<file path="src/rtl/pipeline_ctrl_seq.sv">
// pipeline_ctrl_seq: central stall/flush sequencer for the 5-stage pipeline.
// It combines four things into per-stage write enables and flushes:
//   - ID load-use hazard detection
//   - EX taken-branch flush
//   - multi-cycle mul/div occupancy, guarded by a watchdog
//   - data-memory wait states
// All control outputs are combinational from the current state and the inputs.
// The FSM state, the mul/div watchdog counter and the stall counter are registered.
//
// Data-memory handshake: the MEM stage holds DMem_Req high for the whole access.
// The access completes on the cycle where DMem_Req and DMem_Ready are both high.
// Any cycle with DMem_Req=1 and DMem_Ready=0 is a wait state. A wait state freezes
// every pipeline register and holds the FSM.
module pipeline_ctrl_seq #(
  parameter int MD_TIMEOUT = 64,
  parameter int CNT_W      = 16
) (
  input  logic             clk,
  input  logic             reset,
  input  logic [4:0]       Rs1,
  input  logic [4:0]       Rs2,
  input  logic [4:0]       IDEX_Rd,
  input  logic             IDEX_MemRead,
  input  logic             IDEX_MulDiv,
  input  logic             Branch_Taken,
  input  logic             MD_Done,
  input  logic             DMem_Req,
  input  logic             DMem_Ready,
  output logic             PCWrite,
  output logic             IFIDWrite,
  output logic             IDEXWrite,
  output logic             EXMEMWrite,
  output logic             IFID_Flush,
  output logic             IDEX_Flush,
  output logic             EXMEM_Flush,
  output logic             MD_Start,
  output logic             Err,
  output logic [CNT_W-1:0] Stall_Cycles,
  output logic [1:0]       o_dbg_state
);

  localparam int MDC_W = $clog2(MD_TIMEOUT + 1);
  localparam logic [MDC_W-1:0] MD_MAX = MDC_W'(MD_TIMEOUT);

  typedef enum logic [1:0] {
    ST_RUN     = 2'd0,
    ST_MD_BUSY = 2'd1,
    ST_ERROR   = 2'd2
  } state_t;

  state_t             r_state;
  state_t             w_next;
  logic [MDC_W-1:0]   r_md_cnt;
  logic [MDC_W-1:0]   w_md_next;
  logic [CNT_W-1:0]   r_stall;
  logic               w_memwait;
  logic               w_load_use;

  // Register x0 is hardwired to zero, so a dependency on it is never a hazard.
  assign w_memwait  = DMem_Req & ~DMem_Ready;
  assign w_load_use = IDEX_MemRead & (IDEX_Rd != 5'd0) &
                      ((IDEX_Rd == Rs1) | (IDEX_Rd == Rs2));

  assign Stall_Cycles = r_stall;
  assign o_dbg_state  = r_state;

  // Next-state, watchdog-counter next value and all control outputs.
  always_comb begin
    w_next      = r_state;
    w_md_next   = r_md_cnt;
    PCWrite     = 1'b0;
    IFIDWrite   = 1'b0;
    IDEXWrite   = 1'b0;
    EXMEMWrite  = 1'b0;
    IFID_Flush  = 1'b0;
    IDEX_Flush  = 1'b0;
    EXMEM_Flush = 1'b0;
    MD_Start    = 1'b0;
    Err         = 1'b0;
    if (!reset) begin
      case (r_state)
        ST_RUN: begin
          if (w_memwait) begin
            // Freeze everything while memory is busy.
          end else if (IDEX_MulDiv) begin
            // Hold the mul/div in EX and let a bubble flow into MEM.
            MD_Start    = 1'b1;
            EXMEMWrite  = 1'b1;
            EXMEM_Flush = 1'b1;
            w_next      = ST_MD_BUSY;
            w_md_next   = MDC_W'(1);
          end else if (Branch_Taken) begin
            PCWrite    = 1'b1;
            IFIDWrite  = 1'b1;
            IDEXWrite  = 1'b1;
            EXMEMWrite = 1'b1;
            IFID_Flush = 1'b1;
            IDEX_Flush = 1'b1;
          end else if (w_load_use) begin
            // Insert one bubble. Next cycle the load has moved on to MEM.
            IDEXWrite  = 1'b1;
            IDEX_Flush = 1'b1;
            EXMEMWrite = 1'b1;
          end else begin
            PCWrite    = 1'b1;
            IFIDWrite  = 1'b1;
            IDEXWrite  = 1'b1;
            EXMEMWrite = 1'b1;
          end
        end
        ST_MD_BUSY: begin
          // The watchdog keeps counting through memory wait states.
          if (r_md_cnt < MD_MAX) w_md_next = r_md_cnt + MDC_W'(1);
          if (w_memwait) begin
            // Hold the state, keep all enables low.
          end else if (MD_Done) begin
            PCWrite    = 1'b1;
            IFIDWrite  = 1'b1;
            IDEXWrite  = 1'b1;
            EXMEMWrite = 1'b1;
            w_next     = ST_RUN;
            w_md_next  = '0;
          end else begin
            EXMEMWrite  = 1'b1;
            EXMEM_Flush = 1'b1;
            if (r_md_cnt >= MD_MAX) w_next = ST_ERROR;
          end
        end
        ST_ERROR: begin
          Err = 1'b1;
        end
        default: begin
          w_next = ST_ERROR;
        end
      endcase
    end
  end

  // State, watchdog counter and saturating stall counter registers.
  always_ff @(posedge clk) begin
    if (reset) begin
      r_state  <= ST_RUN;
      r_md_cnt <= '0;
      r_stall  <= '0;
    end else begin
      r_state  <= w_next;
      r_md_cnt <= w_md_next;
      if (!PCWrite && (r_stall != {CNT_W{1'b1}})) r_stall <= r_stall + CNT_W'(1);
    end
  end

endmodule
</file>
<file path="config.mk">
export PLATFORM = sky130hd
export DESIGN_NAME = pipeline_ctrl_seq
export DESIGN_NICKNAME = d
export VERILOG_FILES = /design/src/rtl/pipeline_ctrl_seq.sv
export SDC_FILE = /design/constraint.sdc
export NUM_CORES = 1
export LEC_CHECK = 0
export ABC_AREA = 1
export ABC_CLOCK_PERIOD_IN_PS = 2800
export BUFFER_PORTS_ARGS = -buffer_cell sky130_fd_sc_hd__buf_2
export CAP_MARGIN = 25
export CORE_MARGIN = 1.5
export CORE_UTILIZATION = 40
export DETAILED_ROUTE_END_ITERATION = 8
export HOLD_SLACK_MARGIN = 0.02
export PLACE_DENSITY = 0.68
export SYNTH_ARGS = -nofsm -noshare
export SYNTH_HDL_FRONTEND = slang
export SYNTH_SLANG_ARGS = --single-unit
</file>
<file path="constraint.sdc">
create_clock -name clk -period 2.8 [get_ports clk]
set_clock_uncertainty 0.1 [all_clocks]
set_input_delay 0.42 -clock clk [delete_from_list [all_inputs] [get_ports clk]]
set_output_delay 0.42 -clock clk [all_outputs]
set_load 0.02 [all_outputs]
</file>
Word-level counts from Yosys, hierarchy flattened
Index checks and enable logic that the tools add are counted.
Cells by class
  divide/modulo/power cells: 0
  order comparisons: 2
  add/subtract/negate cells: 2
  reduce and logical (&&, ||, !) cells: 8
  bitwise gates (word level): 6
  shifts and indexed selects: 0
  equality and inequality tests: 9
  multiply operators: 0
  muxes and demuxes: 48
Operators with widths (count)
  $mux 7: 5
  $mux 1: 33
  $add 16x1->16 const B: 1
  $ne 16x16->1 const B: 1
  $pmux 7 s2: 1
  $eq 5x5->1: 2
  $mux 2: 5
  $add 7x1->7 const B: 1
  $ge 7x7->1 const B: 1
  $lt 7x7->1 const B: 1
  $ne 2x2->1 const B: 3
  $pmux 1 s2: 3
  $pmux 2 s3: 1
  $reduce_and 5->1: 1
  $reduce_bool 5->1: 1
  $and 1x1->1: 3
  $ne 3x3->1 const B: 1
  $reduce_and 3->1: 1
  $eq 2x1->1 const B: 1
  $eq 2x2->1 const B: 1
  $logic_not 2->1: 1
  $not 1->1: 2
  $reduce_bool 2->1: 1
  $reduce_or 2->1: 1
  3 further kinds: 3
Storage, ports and cells
  memory bits (writable): 0
  memories: 0
  input port bits: 23
  output and inout port bits: 27
  latch bits: 0
  register bits: 25
  bits in read-only memories: 0

Logic depth before layout (Yosys ltp)
Gate-level depths: netlist of the first run.
  word-level depth: 11
  gate-level depth with buffers: 12
  gate-level depth less buffers: 12

Worst setup path before layout of the first run
No wires, ideal clock.
  kind: reg2out
  start point: register r_state[0], in the netlist o_dbg_state[0]
  end point: output PCWrite
  setup slack: 0.320 ns
  stages on the path, launching flop included: 9
  buffers on the path: 2
  data arrival time: 1.960 ns
  required time: 2.280 ns
  cells stage by stage: dfxtp_1 -> nand2_1 -> inv_2 -> nand3_1 -> o21ai_1 -> nand2_2 -> buf_4 -> inv_1 -> buf_4
On the way
  cells in the longest elaborated chain, start to end: 3
Ends and longest elaborated chain
  from (decl): RTL line 51  | state_t r_state;
  from (signal assigned): RTL line 146  | r_state <= w_next;
  $eq 2x1->1 / $logic_not 2->1 (equally long branches)
  $pmux 1 s2 (*)
  $mux 1 (*)
  to (decl): RTL line 29  | output logic PCWrite,
Mark *: on every way between the ends. The rest lies on a longest branch, timed or not.

Worst setup path after layout of the first run
  start point: register r_state[1], in the netlist o_dbg_state[1]
  end point: output IFIDWrite
On the way
  cells in the longest elaborated chain, start to end: 3
Ends and longest elaborated chain
  $eq 2x1->1 / $logic_not 2->1 (equally long branches): RTL line 81  | case (r_state)
  $pmux 1 s2 (*): RTL line 81
  $mux 1 (*): RTL line 80  | if (!reset) begin
  to (decl): RTL line 30  | output logic IFIDWrite,
Marked as above.

==> results of run 1 <==
-- layout by cell type, fill, tap and decap left out --
| cell type | instances |
|---|---|
| a21boi_0 | 2 |
| a21oi_1 | 19 |
| a22o_1 | 1 |
| a22oi_1 | 1 |
| and3_1 | 2 |
| buf_2 | 49 |
| buf_4 | 1 |
| clkbuf_8 | 3 |
| clkinv_2 | 1 |
| dfxtp_1 | 25 |
| ha_1 | 2 |
| inv_1 | 43 |
| inv_2 | 4 |
| nand2_1 | 61 |
| nand2_2 | 2 |
| nand2_4 | 1 |
| nand3_1 | 28 |
| nand3b_1 | 1 |
| nand4_1 | 6 |
| nand4_4 | 1 |
| nor2_1 | 27 |
| nor2_4 | 1 |
| nor3_1 | 5 |
| nor3_2 | 1 |
| nor3_4 | 1 |
| nor4_1 | 1 |
| o211ai_1 | 1 |
| o21ai_0 | 7 |
| o21ai_1 | 1 |
| o221ai_1 | 1 |
| o41ai_1 | 1 |
| xnor2_1 | 5 |
| xor2_1 | 10 |
-- area by class of cell --
class	count	area, um^2	area share
Clock buffer	3	41.29	0.02036
Clock inverter	1	5.005	0.002468
Inverter	47	176.4	0.08698
Multi-Input combinational cell	189	989.7	0.4880
Sequential cell	25	500.5	0.2468
Tap cell	50	62.56	0.03085
Timing Repair Buffer	50	252.7	0.1246
-- logic make-up (layout without fill, tap and decap cells) --
family	Yosys count	in the layout
AND/OR/NAND/NOR	138	138
buffers and inverters	53	101
flip-flops	25	25
AO/OA/AOI/OAI	34	34
XOR/XNOR	15	15
adder cells (fa/ha/maj)	2	2
-- sequential cells by signal, summed over array words and instances, names as in the netlist --
name	cells
Stall_Cycles	16
o_dbg_state	2
r_md_cnt	7
-- stage by stage --
step	setup slack, ps	cells	cell area [um^2]
2_1_floorplan	320.2	267	1705
3_3_place_gp	539.4	361	1982
3_5_place_dp	477.0	361	1982
4_1_cts	395.9	365	2028
5_1_grt	189.1	365	2028
6_report	407.5	365	2028
-- critical path, delay by kind of cell (launching register included) --
kind                   cells  cell delay, ps
DFF                        1             420
buffers and inverters      5             440
and+or+nand+nor            5             750
-- synthesized netlist by cell type, drive strengths merged --
master | number | area share
nand2 | 64 | 0.15
inv | 47 | 0.10
nand3 | 28 | 0.082
nor2 | 28 | 0.066
dfxtp | 25 | 0.29
a21oi | 19 | 0.056
xor2 | 10 | 0.051
o21ai | 8 | 0.023
nand4 | 7 | 0.034
nor3 | 7 | 0.030
xnor2 | 5 | 0.026
buf | 4 | 0.018
a21boi | 2 | 0.0088
and3 | 2 | 0.0073
clkbuf | 2 | 0.0044
ha | 2 | 0.015
a22o | 1 | 0.0051
a22oi | 1 | 0.0044
nand3b | 1 | 0.0044
nor4 | 1 | 0.0037
o211ai | 1 | 0.0044
o221ai | 1 | 0.0051
o41ai | 1 | 0.0051
-- routing by layer --
metal,vias up,GRT usage
li1,946,-
met3,2,0.03618
met1,770,0.2308
met5,-,0
met4,0,0.03000
met2,41,0.3422
-- power by group through the flow --
stage | clock, W | combinational, W | sequential [W]
5_1_grt | 0.000233 | 0.000168 | 0.000379
6_report | 0.000214 | 0.000144 | 0.000377
3_3_place_gp | 0 | 0.000143 | 0.000385
3_5_place_dp | 0 | 0.000145 | 0.000385
2_1_floorplan | 0 | 0.0000922 | 0.000390
4_1_cts | 0.000221 | 0.000145 | 0.000377
-- path summary, 6_finish.rpt --
kind,to,slack (ps),startpoint
worst max register to register,Stall_Cycles[8]$_SDFFE_PP0P_,650,Stall_Cycles[0]$_SDFFE_PP0P_
worst min-delay path,o_dbg_state[1]$_SDFFE_PP0P_,370,MD_Done
worst max-delay path,IFIDWrite,410,o_dbg_state[1]$_SDFFE_PP0P_
worst min register to register,r_md_cnt[2]$_SDFFE_PP0P_,370,r_md_cnt[2]$_SDFFE_PP0P_
==> flow_results.org, run 1 <==
** Global route
- GRT Overall Usage :: 0.1878
- Global-route wire length before repair :: 6817 um
- The number of antenna violations at the first check in global routing is 0.
- Residual overflow from global routing :: 0
- Via count of the first global-routing pass :: 1639
- Largest net degree at the start of global routing :: 22

** Floorplanning
- The total area inside the core boundary comes to 0.004058 mm^2.
- The initialized floorplan defines 23 standard-cell rows.
- For this configuration, the core starts out at a cell density of 0.4203.
- The die covers 0.004664 mm^2.
- From bottom edge to top edge, the die measures 68.30 um.
- During I/O placement, the number of pins put on the boundary was 50.
- Die X-Extent :: 68.30 um

** Setup path
- Arrival time reported for the critical path endpoint :: 1870 ps
- Length in cells of the worst reg-to-reg path :: 9
- Of all nets on the critical path, the largest fanout is 19.
- The worst setup path is launched from a flop.
- Setup crit end kind :: primary output
- Peak per-stage delay on the critical path :: 420 ps
- Critical path type :: reg2out
- Max stage delay cell, worst path :: dfxtp_1
- Critical path required time :: 2280 ps
- Walking the worst path, the cells encountered are inv_2 > nand2_1 > inv_2 > nand3_1 > inv_1 > nor2_1 > nand3_1 > nand2_2 > inv_1 > buf_2.

** STA
- Top achievable clock speed :: 418.0 MHz
- Post-layout minimum cycle time :: 2393 ps
- Max-slew violation total from the final report :: 0
- Setup repair after global routing left no endpoint under its margin.
- Setup violations remaining at the end of the flow were counted as 0.
- Relative slew slack :: 0.6080
- Final hold analysis gives a worst-case slack of 368.7 ps.
- In the finished design, the share of the clock period the worst path needs comes to 0.8545.
- Worst slew pin tran :: 583.6 ps
- Adding up every negative setup slack in the final design gives 0 ps.
- Final Hold Fails :: 0

** Detailed routing
- In the routed layout, each cell is associated on average with a via count of 4.819.
- Summed over all nets, wire length on met2 after detailed routing comes to 1761 um.
- Routed wire per std cell :: 10.51 um
- Drt first pass iters :: 4
- The detail route stage leaves a number of antenna-violating nets equal to 0.
- Aggregate routed wire length :: 3836 um
- Uppermost layer routed :: met4
- Sum of met3 wire segment lengths after detailed routing :: 168 um
- Met1 wire length :: 1886 um
- Across all layers, the routed design uses 1759 vias.
- For this run, design rule violations remaining after detail routing come to 0.
- The detailed router finished its first iteration with 96 violations.

** Final layout
- Count of nets after finishing :: 341
- Of the cells placed in the final design, the portion with a size suffix greater than 1 is 0.2063.
- For this run, the share of the core covered by cells in the final layout is 0.4998.
- # diodes :: 0
- Fillers :: 443
- Compared with the post-synthesis result, the final layout area differs by 18.93%.

** Hold path
- Type of the most critical hold path :: in2reg
- The worst hold path passes through 4 cells.

** Logic synthesis
- When the netlist entered floorplanning its net count stood at 292.
- Synthesized flop and latch total :: 25
- Synthesis instantiated 33 different standard cells from the library.
- Of the total synthesized cell area, the portion taken by XOR and XNOR cells is 0.07704.
- Of the total synthesized cell area, the portion taken by full adders, half adders and majority gates is 0.01467.
- By area, the combinational part of the netlist is dominated by simple AND/OR/NAND/NOR gates.
- Mean post-synth cell area :: 6.387 um^2
- Of the total synthesized cell area, the portion taken by AND, OR, NAND and NOR gates is 0.3764.
- Count of synthesis-stage warnings from yosys :: 0
- Fraction of the mapped netlist area in compound gates :: 0.1123
- Share of synthesized area occupied by flip-flops and latches :: 0.2935
- Number of cells produced by synthesis :: 267
- The synthesized netlist occupies a cell area of 0.001705 mm^2.
- Measured against the total synthesized area, the mux share comes to 0.

** Power
- Net switching power :: 0.0002186 W
- Internal power comes to 0.0005173 W.
- Share of total power in the clock network :: 0.291
- Of the total power, registers draw 0.513.
- In this run the static leakage power is 1.014 nW.
- In this run the power density over the cells is 362.8 mW/mm^2.
- Comb power frac :: 0.196
- Across the VDD grid, the largest voltage drop is 0.0002525 V.
- Of the total power, the share spent switching nets is 0.2971.
- Power comes to 0.0007359 W.

** Clocking
- The longest clock path from root to sink contains 2 buffers.
- Clock network latency to the later pin of the worst-skew pair :: 270 ps
- Post CTS Setup Buffer Count :: 0
- TritonCTS clock tree :: built
- Root cell of the clock tree :: clkbuf_8
- CTS buffer count :: 3
- In this run the number of H-tree levels came out at 1.
- The clock drives 25 sinks.
- Clock transition at path regs :: 80 ps
- Number of hold buffers added after cts :: 0
- In this run, post-CTS repair resized a total of 0 instances.

** Placed design
- The count of buffers added on input and output ports is 49.
- DP HPWL :: 3015 um
- Final estimated routing congestion in global placement :: 0.8219

** Outcome
- The flow ran to the end, and the final reports show no timing, DRC or antenna violations.

** Run
- The tool flagged a number of max-cap violations equal to 0.
Note: power is estimated with default switching activity, not from simulation.
==> inputs of run 2 (changes only) <==
--- a/config.mk
+++ b/config.mk
@@ -18,2 +18,3 @@
 export SYNTH_HDL_FRONTEND = slang
 export SYNTH_SLANG_ARGS = --single-unit
+export TNS_END_PERCENT = 30
==> constraint.sdc (replaced) <==
create_clock -name clk -period 2.8 [get_ports clk]
set_clock_uncertainty 0.1 [all_clocks]
set_input_delay 0.28 -clock clk [delete_from_list [all_inputs] [get_ports clk]]
set_output_delay 0.28 -clock clk [all_outputs]
set_load 0.02 [all_outputs]
==> run 2 against run 1 <==
  * First-iteration DRC count is 7.3% lower
  * Hold slack lost 130 ps
  * Sequential power hardly changed
  * Design area shrank 0.43%
  * Power up 0.25%
  * Critical path depth unchanged
  * Via count decreased by 0.34%
  * Non-clock buffer count fell by 1
  * Count of clock-buffer cells in the layout rose by 1
  * Utilization fell by 0.22 points
  * Die area is the same
  * Critical endpoint is now PCWrite
  * Largest power group unchanged
  * Highest routed layer unchanged
==> flow_results.org, run 2 (synthesized netlist as in run 1, its figures left out) <==
** Floorplanning
- Core region area :: 0.004058 mm^2 (unchanged)
- The number of placement rows came to 23 (unchanged).
- Die X-Extent :: 68.30 um (unchanged)
- The initial core utilization is 0.4203 (unchanged).
- Count of boundary I/O pins :: 50 (unchanged)
- Die area :: 0.004664 mm^2 (unchanged)
- Die outline height :: 68.30 um (unchanged)

** Detailed routing
- Iteration-0 DRC Markers :: 89 (was 96)
- The number of vias per cell after detailed routing is 4.816 (was 4.819).
- The number of nets still failing antenna checks after routing came to 0 (unchanged).
- Drt first pass iters :: 4 (unchanged)
- The detailed-route DRC error count is 0 (unchanged).
- Aggregate routed wire length :: 3884 um (was 3836 um)
- Routed wire per std cell :: 10.67 um (was 10.51 um)
- The number of vias after detailed routing was 1753 (was 1759).

** Clocking
- Clock network latency to the later pin of the worst-skew pair :: 270 ps (about the same)
- CTS resizes :: 0 (unchanged)
- Clock transition at path regs :: 80 ps (about the same)
- Bufs on Longest Clock Path :: 2 (unchanged)
- The maximum level of the CTS H-tree came to 1 (unchanged).
- Number of hold buffers added after cts :: 0 (unchanged)
- The clock buffer count from CTS is 3 (unchanged).
- Root cell of the clock tree :: clkbuf_8 (unchanged)
- TritonCTS clock tree :: built (unchanged)
- The number of clock sinks seen by CTS came to 25 (unchanged).
- Post CTS Setup Buffer Count :: 0 (unchanged)

** STA
- The highest clock rate is 447.7 MHz (was 418.0 MHz).
- The final count of pins violating max slew came to 0 (unchanged).
- Post-layout minimum cycle time :: 2234 ps (was 2393 ps)
- RSZ-0062 raised after global routing: no (unchanged).
- The post-route fraction of the period consumed by the critical path is 0.7978 (was 0.8545).
- The final-layout setup total negative slack came to 0 ps (unchanged).
- Relative slew slack :: 0.6009 (was 0.6080)
- Final Hold Fails :: 0 (unchanged)
- The worst-margin pin slew came to 594.0 ps (was 583.6 ps).
- Final worst hold slack :: 236.9 ps (was 368.7 ps)
- Final setup violation count :: 0 (unchanged)

** Placed design
- DP HPWL :: 2955 um (was 3015 um)
- Post-Place Cell Area :: 0.001974 mm^2 (was 0.001982 mm^2)
- The global placement routability congestion came to 0.8427 (was 0.8219).
- The total placed cells including tap cells was 360 (was 361).
- The number of buffers inserted by port buffering is 49 (unchanged).

** Hold path
- Type of the most critical hold path :: in2reg (unchanged)
- Hold path startpoint :: MD_Done (unchanged)

** Final layout
- Non-Filler Instances :: 364 (was 365)
- The flip-flop count of the largest register after layout is 16 (unchanged).
- Footprint of the multi-input gates :: 989.7 um^2 (unchanged)
- The most frequent standard cell in the layout excluding fill and tap cells was nand2_1 (unchanged).
- Fillers :: 410 (was 443)
- Highest-count cells in the layout ignoring fill and taps :: nand2_1 (61), buf_2 (49), inv_1 (43), nand3_1 (28), nor2_1 (27) (unchanged)
- The number of antenna cells inserted is 0 (unchanged).
- The area taken by flip-flops and latches was 500.5 um^2 (unchanged).
- The total non-filler cell area in the finished layout came to 0.002019 mm^2 (was 0.002028 mm^2).
- Count of nets after finishing :: 340 (was 341)
- Fraction of final layout cells sized beyond drive strength 1 :: 0.2006 (was 0.2063)
- Signed area change from the synthesized netlist to the final layout :: 18.42% (was 18.93%)

** Global route
- The met2 usage was 0.3277 (was 0.3422).
- Routing usage on met3 :: 0.03618 (unchanged)
- Residual overflow from global routing :: 0 (unchanged)
- The number of global-route vias before repair was 1596 (was 1639).
- Gr busiest metal :: met2 (unchanged)
- GRT Overall Usage :: 0.1858 (was 0.1878)
- The met1 layer usage reported by global route is 0.2338 (was 0.2308).
- Global-route wire length before repair :: 6727 um (was 6817 um)
- Number of antenna violations at the first check in global routing :: 0 (unchanged)
- Largest net degree at the start of global routing :: 22 (unchanged)

** Setup path
- Top cell family by delay on the critical path :: simple AND/OR/NAND/NOR gates (unchanged)
- Max stage delay cell, worst path :: dfxtp_1 (unchanged)
- The launch point of the worst reg-to-reg path is Stall_Cycles[0]$_SDFFE_PP0P_ (unchanged).
- Setup crit end kind :: primary output (unchanged)
- Startpoint Class :: flop (unchanged)
- Worst Setup SP :: o_dbg_state[1]$_SDFFE_PP0P_ (unchanged)
- Bufs and invs on worst path :: 5 (unchanged)
- The class of the most critical setup path is reg2out (unchanged).
- Arrival time reported for the critical path endpoint :: 1850 ps (was 1870 ps)
- The largest driver fanout on the critical path was 19 (unchanged).
- Peak per-stage delay on the critical path :: 420 ps (about the same)
- Crit path cell chain :: inv_2 > nand2_1 > inv_2 > nand3_1 > inv_1 > nor2_1 > nand3_1 > nand2_2 > inv_1 > buf_2 (unchanged)
- The data required time at the worst endpoint was 2420 ps (was 2280 ps).

** Power
- The standby leakage power was 1.006 nW (was 1.014 nW).
- Worst supply voltage drop on vdd :: 0.0001988 V (was 0.0002525 V)
- The power per cell area was 365.3 mW/mm^2 (was 362.8 mW/mm^2).

** Outcome
- Result of the run :: finished, final reports clean (unchanged)

** Run
- Reported max-cap violation count :: 0 (unchanged)
[run 2: cell types whose count changed in the layout (fill, tap and decap cells not counted), sizes merged]
cell    previous run  this run
buf               50        49
clkinv             1         0
clkbuf             3         4
[run 2: worst min-delay path: cells and delay by family]
family / cells / cell delay, ps
compound gates: 1 / 70
buf+inv: 2 / 160
simple gates: 1 / 50
[run 2: final timing paths]
path              slack [ps]                            end  cells after the start
setup / recovery         570                        PCWrite                     10
hold / removal           240    o_dbg_state[1]$_SDFFE_PP0P_                      4
setup reg to reg         690  Stall_Cycles[11]$_SDFFE_PP0P_                      9
hold reg to reg          380       r_md_cnt[2]$_SDFFE_PP0P_                      2
[run 2: power by group]
part / total [W] / leakage (nW) / internal, W / switching (W)
sequential: 0.000377 / 0.203 / 0.000365 / 0.0000115
combinational: 0.000142 / 0.781 / 0.0000509 / 0.0000912
clock: 0.000219 / 0.0228 / 0.000102 / 0.000117
total: 0.000738 / 1.01 / 0.000518 / 0.000220
[run 2: per-layer routing]
metal	up-vias	wire (um)
li1	946	-
met1	767	1882
met2	35	1795
met3	5	177
met4	0	29
met5	-	0
[run 2: per-stage QoR]
stage	setup WS [ps]	util	power (W)
after floorplan	460.2	-	0.0004825
after global placement	727.8	0.4866	0.0005262
after detailed placement	733.7	0.4866	0.0005271
after CTS	554.0	0.4977	0.0007438
after global routing	376.7	0.4977	0.0007801
final	566.2	0.4977	0.0007377
[run 2: layout make-up]
type,instances,area share
Clock buffer,4,0.02230
Tap cell,50,0.03098
Timing Repair Buffer,49,0.1214
Multi-Input combinational cell,189,0.4901
Inverter,47,0.08736
Sequential cell,25,0.2478
==> inputs of run 3 (changes only) <==
ABC_CLOCK_PERIOD_IN_PS = 2200   (was 2800)
clock period = 2.2 ns   (was 2.8 ns; I/O delays follow)
==> run 3 against run 2 <==
  * Via count increased by 4.3%
  * Die area unchanged
  * Utilization increased by 3.2 points
  * Sequential cell count unchanged
  * Largest power group unchanged
  * Cell count increased by 4.1%
  * Critical endpoint is now Stall_Cycles[0]$_SDFFE_PP0P_
==> flow_results.org, run 3 (synthesized netlist as in run 1, its figures left out) <==
** Power
- The power per cell area is 446.1 mW/mm^2 (was 365.3 mW/mm^2).
- Power consumption :: 0.0009589 W (was 0.0007377 W)
- Leakage :: 1.081 nW (was 1.006 nW)
- The peak supply drop came to 0.0003892 V (was 0.0001988 V).

** Final layout
- The layout overhead on the synthesized area came to 26.05% (was 18.42%).
- Non-Filler Instances :: 379 (was 364)
- The share of post-route cells with drive strength above 1 is 0.2401 (was 0.2006).
- The number of antenna cells inserted is 0 (unchanged).
- The total non-filler cell area in the finished layout came to 0.002150 mm^2 (was 0.002019 mm^2).
- Count of nets after finishing :: 355 (was 340)
- The flip-flop count of the largest register after layout is 16 (unchanged).
- Highest-count cells in the layout ignoring fill and taps :: nand2_1 (61), buf_2 (49), inv_1 (43), nand3_1 (28), nor2_1 (27) (unchanged)
- The most frequent standard cell in the layout excluding fill and tap cells is nand2_1 (unchanged).

** Setup path
- The reg-to-reg critical path endpoint is Stall_Cycles[0]$_SDFFE_PP0P_ (was Stall_Cycles[11]$_SDFFE_PP0P_).
- Critical path required time :: 2280 ps (was 2420 ps)
- The reg2reg setup slack is 190 ps (was 690 ps).
- The launch point of the worst reg-to-reg path is Stall_Cycles[0]$_SDFFE_PP0P_ (unchanged).
- Length in cells of the worst reg-to-reg path :: 9 (unchanged)
- The largest driver fanout on the critical path came to 11 (was 19).
- The combined buffer and inverter count along the critical path came to 2 (was 5).
- Critical path type :: reg2reg (was reg2out)
- Setup crit end kind :: flop (was primary output)
- The biggest cell delay along the critical path came to 420 ps (about the same).
- The top cell family by delay on the critical path was simple AND/OR/NAND/NOR gates (unchanged).
- Crit path cell chain: ha_1 > nand2_2 > nor3_4 > inv_2 > nor2_4 > nand4_4 > buf_4 > a21oi_1 > nor2_1 (was inv_2 > nand2_1 > inv_2 > nand3_1 > inv_1 > nor2_1 > nand3_1 > nand2_2 > inv_1 > buf_2).
- Arrival time reported for the critical path endpoint :: 2090 ps (was 1850 ps)
- The startpoint type of the worst setup path is a flop (unchanged).
- The standard cell with the maximum stage delay on the critical path is dfxtp_1 (unchanged).

** STA
- Final setup violation count :: 0 (unchanged)
- Worst slew pin tran :: 372.4 ps (was 594.0 ps)
- Period Utilization, post-route :: 0.9136
- The relative max-transition margin came to 0.7498 (was 0.6009).
- Top achievable clock speed :: 497.5 MHz
- RSZ-0062 raised after global routing :: no (unchanged)
- Max-slew violation total from the final report :: 0 (unchanged)
- Post-layout minimum cycle time :: 2010 ps
- The final-layout setup total negative slack was 0 ps (unchanged).
- The total count of hold-check failures in the final report was 0 (unchanged).

** Clocking
- The clock buffer count from CTS is 3 (unchanged).
- The number of clock sinks seen by CTS was 25 (unchanged).
- Number of hold buffers added after cts :: 0 (unchanged)
- Root cell of the clock tree :: clkbuf_8 (unchanged)
- H-tree levels :: 1 (unchanged)
- The clock insertion delay at the later pin of the skew report was 270 ps (about the same).
- The clock-pin slew on the worst setup and hold paths was 90 ps (was 80 ps).
- TritonCTS clock tree :: built (unchanged)
- The deepest clock path buffer count came to 2 (unchanged).

** Placed design
- DP HPWL :: 3009 um (was 2955 um)
- Final estimated routing congestion in global placement :: 0.9035 (was 0.8427)
- The number of buffers inserted by port buffering came to 49 (unchanged).
- Placed insts :: 366 (was 360)
- Post-Place Cell Area :: 0.002023 mm^2 (was 0.001974 mm^2)

** Hold path
- The start point of the worst min-delay path was reset (was MD_Done).
- The number of cells on the worst hold path is 4 (unchanged).
- The worst min-delay path endpoint was Stall_Cycles[0]$_SDFFE_PP0P_ (was o_dbg_state[1]$_SDFFE_PP0P_).
- Type of the most critical hold path :: in2reg (unchanged)

** Run
- Reported max-cap violation count :: 0 (unchanged)

** Detailed routing
- Iteration-0 DRC Markers :: 110 (was 89)
- The number of vias per cell after detailed routing came to 4.823 (was 4.816).
- The number of nets still failing antenna checks after routing is 0 (unchanged).
- The first-pass detailed-route iteration total was 4 (unchanged).
- Via total after detailed routing :: 1828 (was 1753)
- The routed length per placed instance was 10.53 um (was 10.67 um).
- The detailed-route DRC error count is 0 (unchanged).
- Aggregate routed wire length :: 3991 um (was 3884 um)

** Global route
- The residual overflow from global routing is 0 (unchanged).
- The met3 track demand over resource is 0.03783 (was 0.03618).
- The total routing usage reported by global routing came to 0.1842 (was 0.1858).
- The met1 layer usage reported by global route is 0.2253 (was 0.2338).
- Gr busiest metal :: met2 (unchanged)
- Largest net degree at the start of global routing :: 21 (was 22)
- Number of antenna violations at the first check in global routing :: 0 (unchanged)
- Global-route wire length before repair :: 6706 um (was 6727 um)
- The number of global-route vias before repair came to 1643 (was 1596).
- The met2 usage came to 0.3289 (was 0.3277).

** Floorplanning
- Core region area :: 0.004058 mm^2 (unchanged)
- Die X-Extent :: 68.30 um (unchanged)
- The die area is 0.004664 mm^2 (unchanged).
- The floorplan die height is 68.30 um (unchanged).
- Row count :: 23 (unchanged)
- The initial core utilization is 0.4203 (unchanged).
- Count of boundary I/O pins :: 50 (unchanged)

** Outcome
- Result of the run :: finished, final reports clean (unchanged)
==> run 3: cell count changes in the layout (fill, tap and decap cells not counted), sizes merged <==
cell / before / now
buf: 49 / 64
==> run 3: worst reg2reg max path: stages, from the launching register on <==
cell	delay, ps
dfxtp_1	420
ha_1	240
nand2_2	90
nor3_4	240
inv_2	80
nor2_4	100
nand4_4	210
buf_4	240
a21oi_1	130
nor2_1	50
==> run 3: metal layers <==
layer	up-vias	wire, um
met5	-	0
met4	0	10
met3	2	151
met2	29	1921
met1	814	1907
li1	983	-
==> run 3: report_power, final <==
group / switching (W) / internal [W] / leakage [nW]
registers: 0.0000124 / 0.000465 / 0.203
clock network: 0.000145 / 0.000129 / 0.0228
logic: 0.000125 / 0.0000823 / 0.855
==> run 3: final cells by class <==
| type | instances | area (um^2) |
|---|---|---|
| Fill cell | 406 | 1908 |
| Multi-Input combinational cell | 189 | 1007 |
| Sequential cell | 25 | 500.5 |
| Timing Repair Buffer | 64 | 357.8 |
| Inverter | 47 | 176.4 |
| Tap cell | 50 | 62.56 |
| Clock buffer | 4 | 45.04 |
==> run 3: metrics by stage <==
stage                 util  hold slack, ps  setup slack (ps)
floorplan                -           311.4             74.82
CTS                 0.5097           164.6             24.93
detailed placement  0.4986           371.5             172.7
global route        0.5298           188.0             24.00
finish              0.5298           162.6             190.1
global placement    0.4986           364.1             224.7
==> run 3: how the worst max path moves through the flow <==
stage	start	end	slack, ps	depth (start not counted)
floorplan	o_dbg_state[0]$_SDFFE_PP0P_	PCWrite	70	8
global placement	Stall_Cycles[0]$_SDFFE_PP0P_	Stall_Cycles[14]$_SDFFE_PP0P_	220	9
detailed placement	Stall_Cycles[0]$_SDFFE_PP0P_	Stall_Cycles[11]$_SDFFE_PP0P_	170	9
CTS	o_dbg_state[1]$_SDFFE_PP0P_	IFIDWrite	20	10
global route	o_dbg_state[1]$_SDFFE_PP0P_	PCWrite	20	10
finish	Stall_Cycles[0]$_SDFFE_PP0P_	Stall_Cycles[0]$_SDFFE_PP0P_	190	9
==> run 3: timing repair <==
| item | in CTS | in global routing |
|---|---|---|
| hold endpoints to repair | 0 | 0 |
| gates resized for setup | 0 | 2 |
| setup buffers | 0 | 9 |
| endpoints found under the setup margin | 0 | 13 |
